--- src/rtl/alu_sequencer.sv ---
// Multi-cycle controller for an external 8-bit combinational ALU. It reads a 4-entry
// register file, drives the ALU operands, writes the result back and pulses res_valid.
module alu_sequencer #(
   parameter int WIDTH = 8
) (
   input  logic             clk,
   input  logic             rst,
   input  logic [7:0]       instr,
   input  logic             instr_valid,
   output logic             instr_ready,
   input  logic             ld_en,
   input  logic [1:0]       ld_addr,
   input  logic [WIDTH-1:0] ld_data,
   output logic [WIDTH-1:0] alu_a,
   output logic [WIDTH-1:0] alu_b,
   output logic [1:0]       alu_sel,
   input  logic [WIDTH-1:0] alu_out,
   input  logic             alu_carry,
   output logic [WIDTH-1:0] res_data,
   output logic             res_valid,
   output logic             carry_flag,
   output logic             zero_flag
);

   localparam logic [1:0] S_IDLE = 2'd0;
   localparam logic [1:0] S_EXEC = 2'd1;
   localparam logic [1:0] S_DONE = 2'd2;

   logic [1:0]       state_q, state_d;
   logic [WIDTH-1:0] rf_q [4];
   logic [WIDTH-1:0] alu_a_q, alu_b_q, res_data_q;
   logic [1:0]       alu_sel_q, rd_q;
   logic             res_valid_q, carry_q, zero_q;
   logic             accept, exec;

   assign instr_ready = (state_q == S_IDLE);
   assign accept      = instr_ready && instr_valid;
   assign exec        = (state_q == S_EXEC);

   always_comb begin
      state_d = state_q;
      case (state_q)
         S_IDLE:  if (instr_valid) state_d = S_EXEC;
         S_EXEC:  state_d = S_DONE;
         default: state_d = S_IDLE;
      endcase
   end

   always_ff @(posedge clk or posedge rst) begin
      if (rst) begin
         state_q     <= S_IDLE;
         alu_a_q     <= '0;
         alu_b_q     <= '0;
         alu_sel_q   <= '0;
         rd_q        <= '0;
         res_data_q  <= '0;
         res_valid_q <= 1'b0;
         carry_q     <= 1'b0;
         zero_q      <= 1'b0;
         for (int i = 0; i < 4; i++) rf_q[i] <= '0;
      end else begin
         state_q     <= state_d;
         res_valid_q <= exec;
         // Operands sample the pre-edge register file, so a same-edge load is not seen.
         if (accept) begin
            alu_sel_q <= instr[7:6];
            rd_q      <= instr[5:4];
            alu_a_q   <= rf_q[instr[3:2]];
            alu_b_q   <= rf_q[instr[1:0]];
         end
         if (exec) begin
            res_data_q <= alu_out;
            zero_q     <= (alu_out == '0);
            if (alu_sel_q == 2'b00) carry_q <= alu_carry;
         end
         // ALU writeback takes priority over an external load to the same entry.
         for (int i = 0; i < 4; i++) begin
            if (exec && rd_q == 2'(i))           rf_q[i] <= alu_out;
            else if (ld_en && ld_addr == 2'(i))  rf_q[i] <= ld_data;
         end
      end
   end

   assign alu_a      = alu_a_q;
   assign alu_b      = alu_b_q;
   assign alu_sel    = alu_sel_q;
   assign res_data   = res_data_q;
   assign res_valid  = res_valid_q;
   assign carry_flag = carry_q;
   assign zero_flag  = zero_q;

endmodule

--- config.mk ---
export PLATFORM = sky130hd
export DESIGN_NAME = alu_sequencer
export DESIGN_NICKNAME = d
export VERILOG_FILES = /design/src/rtl/alu_sequencer.sv
export SDC_FILE = /design/constraint.sdc
export NUM_CORES = 1
export LEC_CHECK = 0
export ABC_AREA = 1
export BUFFER_PORTS_ARGS = -buffer_cell sky130_fd_sc_hd__buf_2
export CORE_MARGIN = 2
export CORE_UTILIZATION = 56
export CTS_BUF_LIST = sky130_fd_sc_hd__clkbuf_8
export DETAILED_ROUTE_END_ITERATION = 16
export PLACE_DENSITY_LB_ADDON = 0.1
export SLEW_MARGIN = 20
export SYNTH_ARGS = -nofsm -noshare
export SYNTH_HDL_FRONTEND = slang
export SYNTH_SLANG_ARGS = --single-unit
--- constraint.sdc ---
create_clock -name clk -period 2.3 [get_ports clk]
set_input_delay 0.115 -clock clk [delete_from_list [all_inputs] [get_ports clk]]
set_output_delay 0.115 -clock clk [all_outputs]
set_load 0.005 [all_outputs]
# After elaboration in Yosys (flattened, before gate mapping)
# Cells that the tools add are included.
[word_totals] register_bits=65 output_inout_bits=30 wordCells=60
[op_classes] n_lt_le_gt_ge=2 n_eq_ne=8 n_mux=16 bitwise=2 reduce_logical=19
[op_table] op="$mux 8" n=12
[op_table] op="$bmux 8 s2" n=2
[op_table] op="$logic_and 1x1->1" n=9
[op_table] op="$eq 2x2->1 const B" n=4
[op_table] op="$logic_not 2->1" n=4
[op_table] op="$logic_not 8->1" n=1
[op_table] op="$reduce_bool 2->1" n=4
[op_table] op="$eq 2x1->1 const B" n=3
[op_table] op="$ge 3x3->1 const B" n=2
[op_table] op="$not 2->3" n=2
[op_table] op="$pmux 2 s2" n=1
[op_table] op="$mux 2" n=1
[op_table] op="$ne 2x2->1 const B" n=1
[op_table] op="$reduce_and 2->1" n=1

# Logic depth before layout (Yosys ltp)
# Gate-level depths: netlist of run 1.
[depth] ltp_word=4 mapped_depth=8 depth_no_buf=7

# Worst setup path after synthesis of run 1
# OpenSTA, ideal clock, no wires.
[synth_timing] path_type="register -> register" start="register rd_q[0]" end="register rf_q[24] (netlist name)" arrival_time_ns=1.104 required_ns=2.175 path_slack_ns=1.071 path_stages_with_launch=6 path_buffers=1 period_less_slack_ns=1.229 path_cell_list="dfrtp_1 -> nor2_2 -> nand2_4 -> buf_6 -> nand3_1 -> nand3_1"
[synth_via] elab_chain_len=3 elab_cells_between_ends=4 classes_between="mux (1); reduce/logical (3)"
[synth_rtl] element="from (decl)" line_no="32" rtl="logic [1:0] alu_sel_q, rd_q;"
[synth_rtl] element="from (signal assigned)" line_no="67" rtl="rd_q <= instr[5:4];"
[synth_rtl] element="$logic_not 2->1 *" line_no="78" rtl="if (exec && rd_q == 2'(i)) rf_q[i] <= alu_out;"
[synth_rtl] element="$logic_and 1x1->1 *" line_no="78"
[synth_rtl] element="$mux 8 / $reduce_bool 2->1 (equally long branches)"
[synth_rtl] element="to (signal, indexed assignment)" line_no="78"
[synth_rtl] element="to (signal, indexed assignment)" line_no="79" rtl="else if (ld_en && ld_addr == 2'(i)) rf_q[i] <= ld_data;"
[synth_rtl] element="to (decl)" line_no="30" rtl="logic [WIDTH-1:0] rf_q [4];"
# Mark *: on every way between the ends. The rest lies on a longest branch, timed or not.
# A chain may end at the register's enable or synchronous reset.

# Final worst setup path of run 1
[layout_timing] start="register state_q[1]" end="register rf_q[2] (netlist name)"
[layout_via] elab_chain_len=3 elab_cells_between_ends=4 classes_between="eq/ne (1); mux (1); reduce/logical (2)"
[layout_rtl] element="from (decl)" line_no="29" rtl="logic [1:0] state_q, state_d;"
[layout_rtl] element="from (signal assigned)" line_no="62" rtl="state_q <= state_d;"
[layout_rtl] element="$eq 2x1->1 *" line_no="38" rtl="assign exec = (state_q == S_EXEC);"
[layout_rtl] element="$logic_and 1x1->1 *" line_no="78"
[layout_rtl] element="$mux 8 / $reduce_bool 2->1 (equally long branches)"
# Marked as above.

==> metrics.txt, run 1 <==
Final Wtd Congestion=0.952; slowest cell on the critical path=dfrtp_1; std cell rows=29; power density cells=roughly 1000 nW/um^2; Die Height=approximately 86 um; CP cell instances=nor2_8, nand2_4, inv_2, nand2_1, nand2_1, nand2_1; Finished Core Util=approximately two thirds; final wirelength=roughly 11 mm; Final Max Slew Viols=0; max cap viols=0; peak supply drop=0.000545 V; CP endpoint kind=flip-flop; minimum clock period=1.58 ns; Tot GR Track Use=30.3%; gr ovfl total=0; drt wl/cell=16.0 um; multiplexer area fraction after synthesis=0%; crit path kind=reg2reg; mapped cell area=3770 um^2; post-route setup TNS=0 ns; layout net count=627; post-synthesis simple-gate area fraction=44.0%; Achievable Freq=approximately 0.63 GHz; Adder-Cell Fraction of Synth Area=0%; CTS sink count=between 60 and 70; worst skew pair latency=about 0.35 ns; number of synthesized register bits=65; clock-pin transition on the worst setup and hold timing paths=0.07 ns; clk_skew=0.00773 ns; main combinational cell family by area after synthesis=simple AND/OR/NAND/NOR gates; post-place setup slack=roughly 0.74 ns; vias in the first global route=3282; H-tree depth=3; die area=around 7400 um^2; antenna cells=0; Fillers=602; I/O Pins=61; Worst Tran Pin Value=0.558 ns; TritonCTS Buffers=9; setup slack after layout=0.724 ns; crit path buf inv count=1; CP peak stage delay=0.47 ns; Syn Nets=576; Post-Synthesis Cells=545; Synth Area in XOR/XNOR=0%; area delta synth->final=13.6%; status=finished, final reports clean; postcts setup bufs=0; Unique masters post-synth=20; via count=3793; Static Leak=2.52 nW; CTS Root Cell=clkbuf_8; Max clock buf depth=2; largest net degree at the start of global routing=49; fraction of layout cells with a size suffix above 1=15.3%; WP data arrival=approximately 1.8 ns; hold crit path type=in2reg; Synth Area in Compound Gates=1.99%; Required @ worst endpoint=2.53 ns; Final Cycle Share=just under 70%; core area=about 6400 um^2; initial core utilization=a little under 60%; Final Hold Vio Count=0; remaining antenna violation count=0; First-pass DRT Iterations=5; first-pass GRT wire length=between 15 and 20 mm; sequential area share after synthesis=43.1%; # DRC=0; initial antenna violation count=0; RSZ-0062 raised after global routing=no; Buffers on Ports=60; Starting DRT DRC Count=286; CTS tree=done; post-detail-place hpwl=between 7 and 8 mm; cell mode on critical path=nand2_1; Die Width=86.1 um; Slew HR=62.7%; final-report setup violation count=0; Worst Setup Start Kind=flip-flop; vias per cell=5.59; Worst path top cell family by delay=simple AND/OR/NAND/NOR gates; CP Max Fanout=27; synth warn=0; mean area per synthesized cell=approximately 7 um^2
what timing repair did:
action | in CTS | in global routing
hold buffers | 4 | 0
hold endpoints to repair | 20 | 0
gates resized for setup | 0 | 0
kinds of logic after synthesis:
family / Yosys count
and+or+nand+nor: 376
buffers and inverters: 89
DFF: 65
AOI/OAI and AO/OA: 15
final cells by class:
class,count,area (um^2),area share [%]
sequential,65,1630,37.9
tap,77,96.3,2.25
timing repair buffer,66,368,8.58
clock inverter,5,71.3,1.66
multi-input combinational,391,1740,40.5
inverter,63,236,5.52
clock buffer,11,151,3.53
power breakdown:
group / leakage, nW / internal, mW / switching [mW]
logic: 1.60 / 0.493 / 0.838
clock network: 0.123 / 0.659 / 0.446
registers: 0.800 / 1.53 / 0.287
total: 2.52 / 2.69 / 1.57
worst register-to-register path, stage by stage, from the launching register on:
cell and delay, ns:
dfrtp_1 0.47, nor2_8 0.42, nand2_4 0.22, inv_2 0.17
nand2_1 0.08, nand2_1 0.06, nand2_1 0.05
through the flow:
stage	hold WS, ns	total power, mW	area [um^2]	std cells
2_1_floorplan	0.225	2.65	3770	545
3_3_place_gp	0.120	3.10	4020	658
3_5_place_dp	0.131	3.14	4020	658
4_1_cts	0.0108	4.25	4290	678
5_1_grt	0.0407	4.53	4290	678
6_report	0.0122	4.26	4290	678
final timing paths:
| check | to | from | depth (start not counted) | slack, ns |
|---|---|---|---|---|
| hold reg to reg | res_data[7] | res_data[7] | 2 | 0.48 |
| max in group asynchronous | rf_q[29] | rst | 4 | 1.41 |
| min in group asynchronous | alu_a[6] | rst | 3 | 0.30 |
| hold / removal | carry_flag | alu_carry | 3 | 0.01 |
| setup / recovery | rf_q[2] | state_q[1] | 6 | 0.72 |
| setup reg to reg | rf_q[2] | state_q[1] | 6 | 0.72 |
layer usage:
layer / vias to the layer above / routed length [um] / share of wire [%] / global-route usage, %
met5: - / 0 / 0 / 0
met1: 1761 / 4700 / 43 / 43.0
li1: 1814 / - / - / -
met2: 196 / 4950 / 46 / 46.5
met3: 22 / 955 / 8.8 / 6.45
met4: 0 / 253 / 2.3 / 9.96
placed cells by master, fill, tap and decap left out, types with 5 or more instances in the layout:
master	instances
buf_2	60
clkbuf_8	11
dfrtp_1	65
inv_1	59
inv_2	6
nand2_1	229
nand2_4	5
nand3_1	103
nand4_1	16
nor2_1	16
o21ai_0	13
synth_stat cells (all sizes together):
library cell	n	area [um^2]
nand2	234	916
nand3	104	526
dfrtp	65	1630
inv	62	233
buf	22	158
nor2	21	115
nand4	16	100
o21ai	15	75.1
clkbuf	4	15.0
clkinv	1	3.75
nor3	1	5.00
registers in the layout (all words and copies together) (netlist names):
register / cells
alu_a: 8
alu_b: 8
alu_sel: 2
carry_flag: 1
rd_q: 2
res_data: 8
res_valid: 1
rf_q: 32
state_q: 2
zero_flag: 1
Power figures use the tool's default switching activity.
==> run 2: changes to the inputs <==
clock period = 1.6 ns   (was 2.3 ns; I/O delays follow)
==> run 2 against run 1 <==
Net effect: first-iteration DRC count increased by 26%; via count increased by 0.87%; sequential share of layout area fell by 0.81 points; critical endpoint is now rf_q[5]; highest routed layer unchanged; critical path depth unchanged.
==> metrics.txt, run 2 (synthesized netlist as in run 1, its figures left out) <==
CP endpoint kind=flip-flop; Achievable Freq=0.711 GHz; Slew HR=66.2%; worst skew pair latency=between 0.3 and 0.4 ns; WP data arrival=1.65 ns; Worst Setup Start Kind=flip-flop; Final Hold Vio Count=0; clk_skew=0.00847 ns; largest net degree at the start of global routing=66; # DRC=0; Die Width=86.1 um; First-pass DRT Iterations=5; fraction of layout cells with a size suffix above 1=between 10% and 20%; commonest non-fill, non-tap cell in the layout=nand2_1; final wirelength=10.7 mm; Required @ worst endpoint=1.84 ns; FF/Latch Area=1630 um^2; vias in the first global route=approximately 3600; max FFs per register=32; Max clock buf depth=2; Worst Hold Depth=4; CP cell instances=nor2_8, nand2_4, inv_2, nand2_1, nand2_1, nand2_1; Final Max Slew Viols=0; TritonCTS Buffers=9; Static Leak=2.57 nW; slowest cell on the critical path=dfrtp_1; Multi-input gate area=1740 um^2; core area=6420 um^2; reg2reg setup slack=between 0.15 and 0.2 ns; via count=3826; RSZ-0062 raised after global routing=no; minimum clock period=between 1 and 1.5 ns; CP Max Fanout=17; Reg with most FFs=rf_q; post-route setup TNS=0 ns; power density cells=1360 nW/um^2; postcts setup bufs=0; peak supply drop=0.000756 V; first-pass GRT wire length=18.2 mm; Reg-to-Reg End=rf_q[5]; Starting DRT DRC Count=360; status=finished, final reports clean; hold crit path type=in2reg; std cell rows=29; Buffers on Ports=60; remaining antenna violation count=0; CTS tree=done; H-tree depth=3; vias per cell=5.54; Fillers=just under 600; final-report setup violation count=0; CP peak stage delay=0.47 ns; post-detail-place hpwl=7.65 mm; Die Height=86.1 um; Final Cycle Share=between 80% and 90%; initial antenna violation count=0; R2R cell count=6; CTS Root Cell=clkbuf_8; FF-to-FF Start=state_q[1]; Tot GR Track Use=a little under a third; most frequent cells in the layout=229 x nand2_1, 103 x nand3_1, 65 x dfrtp_1, 60 x buf_2, 57 x inv_1; worst hold path endpoint=zero_flag; crit path kind=reg2reg; Worst Tran Pin Value=0.507 ns; drt wl/cell=15.6 um; Final Wtd Congestion=0.914; cell mode on critical path=nand2_1; layout net count=640; initial core utilization=around three fifths; CTS sink count=between 60 and 70; antenna cells=0; die area=between 7000 and 8000 um^2; clock-pin transition on the worst setup and hold timing paths=approximately 0.07 ns; I/O Pins=61; max cap viols=0; gr ovfl total=0; hold_sp=alu_out[7]; hold slack=0.00716 ns; area delta synth->final=16.1%
-- run 2: cell type report --
type / count / area share, %
Sequential cell: 65 / 37.1
Timing Repair Buffer: 79 / 11.1
Multi-Input combinational cell: 391 / 39.6
Clock buffer: 11 / 3.46
Inverter: 63 / 5.48
Tap cell: 77 / 2.20
Clock inverter: 4 / 1.00
-- run 2: how the worst max path moves through the flow --
stage | startpoint | to | slack [ns]
final | state_q[1] | rf_q[5] | 0.19
after global routing | state_q[1] | rf_q[4] | 0.09
after CTS | state_q[1] | rf_q[5] | 0.19
after detailed placement | state_q[1] | rf_q[5] | 0.20
after global placement | state_q[1] | rf_q[1] | 0.23
after floorplan | rd_q[0] | rf_q[24] | 0.37
-- run 2: layer usage --
metal / wire [um] / global-route usage (%) / share of wire (%) / up-vias
met1: 4770 / 45.3 / 44 / 1754
li1: - / - / - / 1845
met4: 321 / 13.6 / 3.0 / 0
met5: 0 / 0 / 0 / -
met2: 4830 / 48.4 / 45 / 202
met3: 806 / 5.29 / 7.5 / 25
-- run 2: what timing repair did --
| item | 4_1_cts | 5_1_grt |
|---|---|---|
| hold buffers | 7 | 0 |
| resized for setup | 0 | 0 |
| endpoints found under the hold margin | 71 | 0 |
-- run 2: through the flow --
stage          cells  utilization (%)  setup slack [ns]  area [um^2]  power [mW]
2_1_floorplan    545                -             0.371         3780        3.81
3_3_place_gp     668             64.1             0.233         4120        4.47
3_5_place_dp     668             64.1             0.197         4120        4.53
4_1_cts          690             68.2             0.194         4380        5.97
5_1_grt          690             68.2            0.0933         4380        6.41
6_report         690             68.2             0.193         4380        5.98
-- run 2: critical path, delay by kind of cell (launching register included) --
kind                   cells  cell delay, ns
buffers and inverters      1            0.17
DFF                        1            0.47
and+or+nand+nor            5            0.65
-- run 2: power by group --
group	leakage (nW)	internal, mW	switching [mW]
Sequential	0.800	2.20	0.361
Combinational	1.66	0.761	1.21
Clock	0.106	0.786	0.655
Total	2.57	3.75	2.22
